--- config.mk ---
export PLATFORM = sky130hd
export DESIGN_NAME = square_signal_meter
export DESIGN_NICKNAME = d
export VERILOG_FILES = /design/src/rtl/square_signal_meter.sv
export SDC_FILE = /design/constraint.sdc
export NUM_CORES = 1
export LEC_CHECK = 0
export CELL_PAD_IN_SITES_DETAIL_PLACEMENT = 0
export CELL_PAD_IN_SITES_GLOBAL_PLACEMENT = 1
export CORE_MARGIN = 5
export CORE_UTILIZATION = 40
export CTS_CLUSTER_DIAMETER = 120
export DETAILED_ROUTE_END_ITERATION = 10
export PLACE_DENSITY_LB_ADDON = 0.1
export SLEW_MARGIN = 20
export SYNTH_ARGS = -nofsm -noshare
export SYNTH_HDL_FRONTEND = slang
export SYNTH_SLANG_ARGS = --single-unit
--- constraint.sdc ---
create_clock -name clk -period 4.85 [get_ports clk]
set_input_delay 0.485 -clock clk [delete_from_list [all_inputs] [get_ports clk]]
set_output_delay 0.485 -clock clk [all_outputs]
set_load 0.03 [all_outputs]
--- src/rtl/square_signal_meter.sv ---
// Square-wave input meter: per-edge period and high time, 1 s gated frequency count,
// lock state with timeout and a seconds-locked counter.
module square_signal_meter #(
  parameter int unsigned clock_freq = 27000000,
  parameter int unsigned min_freq   = 1,
  parameter int unsigned cnt_width  = 25
) (
  input  logic                 clk,
  input  logic                 rst,
  input  logic                 sig_in,
  output logic [cnt_width-1:0] period_cycles,
  output logic [cnt_width-1:0] high_cycles,
  output logic                 period_valid,
  output logic [15:0]          freq_hz,
  output logic                 freq_valid,
  output logic                 active,
  output logic [8:0]           seconds_active
);

  localparam int unsigned TimeoutCycles = clock_freq / min_freq;
  localparam int unsigned GateW         = (clock_freq > 1) ? $clog2(clock_freq) : 1;

  localparam logic [cnt_width-1:0] TimeoutLast = cnt_width'(TimeoutCycles - 1);
  localparam logic [GateW-1:0]     GateLast    = GateW'(clock_freq - 1);

  typedef enum logic [1:0] {StIdle, StArmed, StLocked} state_e;

  state_e               state_q, state_d;
  logic                 sync1_q, sync2_q, hist_q;
  logic [cnt_width-1:0] pcnt_q, pcnt_d;
  logic [cnt_width-1:0] hcnt_q, hcnt_d;
  logic [cnt_width-1:0] period_q, period_d;
  logic [cnt_width-1:0] high_q, high_d;
  logic                 pvalid_q, pvalid_d;
  logic [GateW-1:0]     gcnt_q, gcnt_d;
  logic [15:0]          ecnt_q, ecnt_d;
  logic [15:0]          freq_q, freq_d;
  logic                 fvalid_q, fvalid_d;
  logic [8:0]           sec_q, sec_d;

  logic                 rise, fall, timeout, wrap;
  logic [cnt_width-1:0] pcnt_inc, hcnt_inc;

  assign rise     = sync2_q & ~hist_q;
  assign fall     = ~sync2_q & hist_q;
  assign pcnt_inc = (&pcnt_q) ? pcnt_q : pcnt_q + cnt_width'(1);
  assign hcnt_inc = (&hcnt_q) ? hcnt_q : hcnt_q + cnt_width'(1);
  // A rise in the same cycle always beats the timeout.
  assign timeout  = (pcnt_q == TimeoutLast) & ~rise;
  assign wrap     = (gcnt_q == GateLast);

  always_comb begin
    state_d  = state_q;
    period_d = period_q;
    high_d   = high_q;
    pvalid_d = 1'b0;
    freq_d   = freq_q;
    fvalid_d = 1'b0;
    sec_d    = sec_q;
    pcnt_d   = rise ? '0 : pcnt_inc;
    hcnt_d   = rise ? '0 : hcnt_inc;
    gcnt_d   = wrap ? '0 : gcnt_q + GateW'(1);
    ecnt_d   = ecnt_q;

    if (fall && (state_q != StIdle)) begin
      high_d = hcnt_inc;
    end

    // A rise on the wrap cycle belongs to the window that is closing.
    if (wrap) begin
      fvalid_d = 1'b1;
      ecnt_d   = '0;
      freq_d   = (rise && (ecnt_q != 16'hFFFF)) ? ecnt_q + 16'd1 : ecnt_q;
      if ((state_q == StLocked) && !timeout && (sec_q != 9'h1FF)) begin
        sec_d = sec_q + 9'd1;
      end
    end else if (rise && (ecnt_q != 16'hFFFF)) begin
      ecnt_d = ecnt_q + 16'd1;
    end

    unique case (state_q)
      StIdle: begin
        if (rise) state_d = StArmed;
      end
      StArmed: begin
        if (rise) begin
          state_d  = StLocked;
          period_d = pcnt_inc;
          pvalid_d = 1'b1;
        end else if (timeout) begin
          state_d = StIdle;
        end
      end
      StLocked: begin
        if (rise) begin
          period_d = pcnt_inc;
          pvalid_d = 1'b1;
        end else if (timeout) begin
          state_d  = StIdle;
          period_d = '0;
          high_d   = '0;
          sec_d    = '0;
        end
      end
      default: state_d = StIdle;
    endcase
  end

  always_ff @(posedge clk or posedge rst) begin
    if (rst) begin
      state_q  <= StIdle;
      sync1_q  <= 1'b0;
      sync2_q  <= 1'b0;
      hist_q   <= 1'b0;
      pcnt_q   <= '0;
      hcnt_q   <= '0;
      period_q <= '0;
      high_q   <= '0;
      pvalid_q <= 1'b0;
      gcnt_q   <= '0;
      ecnt_q   <= '0;
      freq_q   <= '0;
      fvalid_q <= 1'b0;
      sec_q    <= '0;
    end else begin
      state_q  <= state_d;
      sync1_q  <= sig_in;
      sync2_q  <= sync1_q;
      hist_q   <= sync2_q;
      pcnt_q   <= pcnt_d;
      hcnt_q   <= hcnt_d;
      period_q <= period_d;
      high_q   <= high_d;
      pvalid_q <= pvalid_d;
      gcnt_q   <= gcnt_d;
      ecnt_q   <= ecnt_d;
      freq_q   <= freq_d;
      fvalid_q <= fvalid_d;
      sec_q    <= sec_d;
    end
  end

  assign period_cycles  = period_q;
  assign high_cycles    = high_q;
  assign period_valid   = pvalid_q;
  assign freq_hz        = freq_q;
  assign freq_valid     = fvalid_q;
  assign active         = (state_q == StLocked);
  assign seconds_active = sec_q;

endmodule

==> flow_summary.yaml <==
placed_design:
  dpl.hpwl_um: 12500
  routabilityCongestion: 0.818
  placedCellCount: 1126
  port_buffers: 80
pwr:
  ir_worst_vdd_uv: 237
  power.leakage_uw: 0.00414
  powerDensity_nw_per_um2: 430
clock_tree:
  cts_hold_buffers: 0
  htreeDepth: 4
  clockRootBuffer: "clkbuf_16"
  insertion_delay_ns: 0.42
  post_cts_buffers: 0
  tritoncts: "done"
  clk_pin_slew_ns: 0.06
  cts-resized-gates: 0
  clk_path_buf_depth: 2
  clkSinkCount: 173
  cts-buffers-inserted: 17
outcome:
  status: "complete, no violations"
timing:
  fin_skew_ns: 0.0114
  max-slew-margin-rel: 0.347
  final-setup-viol-count: 0
  hold_viol_final: 0
  slew_viol_final: 0
  post-route-period-util: 0.524
  finalCriticalPeriod_ns: 2.54
  timing.fmax_ghz: 0.394
  tightest_slew_ns: 0.974
  rsz0062_at_grt: "no"
  fin_setup_tns_ns: 0
drt:
  viasPerCell: 5.14
  wl_um: 17900
  ant_nets: 0
  vias: 5936
  remaining_drc_errors: 0
  first_pass_iters: 4
  drt_iter0_drc: 287
  wire_per_inst_um: 15.5
synth:
  yosys_most_used_dff: "dfrtp_1"
  syn_area_um2: 7940
  muxShareOfSynthArea: 0.0115
  synth_top_family_by_area: "simple AND/OR/NAND/NOR gates"
  netlist.area_leader.share: 0.545
  synth_top_area_cell: "dfrtp_1"
  avgSynthCellArea_um2: 9.88
  synth.distinct_cells: 52
  synth.area.top_cells: "dfrtp_1 (55%), nor2_1 (6.9%), xor2_1 (5.6%)"
  synth_xor_area_frac: 0.0871
  synth_nets: 817
  synth_warnings: 0
  synthArstFlopShare: 1.00
  synthAdderAreaFrac: 0.0158
  syn_inst: 804
  ys_seq_area_frac: 0.545
  synthSimpleGateAreaFrac: 0.240
  ys_seq_elements: 173
  synth_compound_area_frac: 0.0759
  synth_edf_count: 0
floorplanning:
  ios: 81
  initial_core_util: 0.407
  fp-row-count: 51
  core_area_um2: 19500
  die_w_um: 151
  die_h_um: 151
  die_area_um2: 22800
global_route:
  grt-ovfl-total: 0
  first_global_vias: 6065
  grt_max_degree: 174
  grt_use_total: 0.164
  grt_pass1_wl_um: 30200
  antenna_found_initial: 0
setup_path:
  path_class: "flop to flop"
  critPathLaunch: "seconds_active[2]"
  regToRegStartpoint: "seconds_active[2]"
  crit_fanout: 6
  worstPathArrival_ns: 2.88
  cp_slowest_cell: "dfrtp_1"
  critPathLaunchType: "flop"
  critPathRequiredTime_ns: 5.19
  critPathCaptureType: "flop"
  path_cells: "and3_1 > and2_1 > nand2_1 > nor2_1 > ha_1 > nand2b_1 > nor4_4 > nand2_2 > or4_1 > a21oi_1"
  slowest_delay_ns: 0.42
finish:
  drive_gt1_frac: 0.0585
  n_antenna_cell: 0
  layout.cells.non_filler: 1154
  syn_to_final_growth_pct: 21.1
  nets: 893
min_path:
  worstHoldStart: "sync1_q"
  min_path_type: "flop to flop"
run:
  drv_cap: 0
## cell usage after synthesis (3+ instances only)
master / count
dfrtp_1: 173
nor2_1: 145
nand2_1: 74
xor2_1: 51
nand3_1: 40
nand4_1: 35
xnor2_1: 28
a21oi_1: 23
o21ai_0: 22
clkbuf_1: 21
o21ai_1: 21
a211oi_1: 20
and3_1: 17
nor3_1: 16
inv_1: 13
and2_1: 12
and4_1: 11
ha_1: 10
nor4_1: 10
mux2i_1: 8
a31oi_1: 5
or4_1: 5
buf_2: 4
buf_6: 3
## final timing paths
path / endpoint / slack [ns] / depth (start not counted)
max: seconds_active[7] / 2.31 / 10
min: sync2_q / 0.36 / 0
max reg2reg: seconds_active[7] / 2.31 / 10
min reg2reg: sync2_q / 0.36 / 0
max in group asynchronous: high_cycles[4] / 3.48 / 3
min in group asynchronous: period_cycles[17] / 0.69 / 3
## per-stage QoR
| step | total power [uW] | utilization | setup WS [ns] | instance area [um2] | hold WS (ns) |
|---|---|---|---|---|---|
| finish | 4140 | 0.493 | 2.31 | 9620 | 0.362 |
| CTS | 4200 | 0.493 | 2.30 | 9620 | 0.360 |
| detailed placement | 2790 | 0.462 | 2.32 | 9020 | 0.346 |
| global route | 4350 | 0.493 | 2.10 | 9620 | 0.362 |
| floorplan | 2420 | - | 2.15 | 7950 | 0.331 |
| global placement | 2770 | 0.462 | 2.34 | 9020 | 0.339 |
## sequential cells by signal, summed over array words and instances (netlist names)
signal,cells
ecnt_q,16
freq_hz,16
freq_valid,1
gcnt_q,25
hcnt_q,25
high_cycles,25
hist_q,1
pcnt_q,25
period_cycles,25
period_valid,1
seconds_active,9
state_q,2
sync1_q,1
sync2_q,1
## cells by family after synthesis
group / count (synthesis)
DFF: 173
buffers and inverters: 44
adders and majority gates: 10
and+or+nand+nor: 388
muxes: 9
AOI/OAI and AO/OA: 101
xor gates and xnor gates: 79
## cell usage in the layout, fill, tap and decap left out, types with 2 or more instances in the layout
cell | synthesis | final
xnor2_1 | 28 | 28
bufinv_16 | 0 | 3
nand2b_1 | 2 | 2
nand3_2 | 2 | 2
a21oi_1 | 23 | 23
clkbuf_16 | 0 | 17
nand3_1 | 40 | 40
inv_1 | 13 | 12
clkbuf_8 | 0 | 4
or3_1 | 2 | 2
or4_4 | 2 | 2
a211oi_1 | 20 | 20
xor2_1 | 51 | 51
nand2_2 | 2 | 2
nor4_1 | 10 | 10
and2_1 | 12 | 12
o21ai_0 | 22 | 22
a31oi_1 | 5 | 5
nor3_1 | 16 | 15
and4_1 | 11 | 11
nand4_1 | 35 | 35
o21ai_1 | 21 | 21
ha_1 | 10 | 10
nand2_1 | 74 | 74
mux2i_1 | 8 | 8
buf_4 | 0 | 6
or4_1 | 5 | 5
o211ai_1 | 2 | 2
nor2_1 | 145 | 145
clkdlybuf4s50_1 | 0 | 80
and3_1 | 17 | 17
clkinvlp_4 | 0 | 2
and4b_1 | 2 | 2
dfrtp_1 | 173 | 173
## routing by layer
metal / vias up / global-route usage / wire length (um)
met5: - / 0 / 0
met4: 0 / 0.0322 / 123
met3: 11 / 0.0368 / 539
li1: 2940 / - / -
met2: 78 / 0.272 / 8740
met1: 2907 / 0.222 / 8480
## where the power goes
part / internal, uW / switching, uW / leakage, uW
logic: 380 / 627 / 0.00153
clock network: 854 / 530 / 0.000290
registers: 1610 / 132 / 0.00232
total: 2850 / 1290 / 0.00414
## worst max-delay path, delay by kind of cell, from the launching register on
| kind | cells | cell delay, ns |
|---|---|---|
| flip-flops | 1 | 0.42 |
| AO/OA/AOI/OAI | 1 | 0.16 |
| AND/OR/NAND/NOR | 8 | 1.71 |
| adder cells (fa/ha/maj) | 1 | 0.19 |
## area by class of cell
type / instances / area [um2]
fill: 1861 / 9910
multi-input combinational: 587 / 3440
clock inverter: 6 / 111
clock buffer: 22 / 484
timing repair buffer: 87 / 866
sequential: 173 / 4330
tap: 265 / 332
inverter: 14 / 56.3
Note: power is estimated with default switching activity, not from simulation.
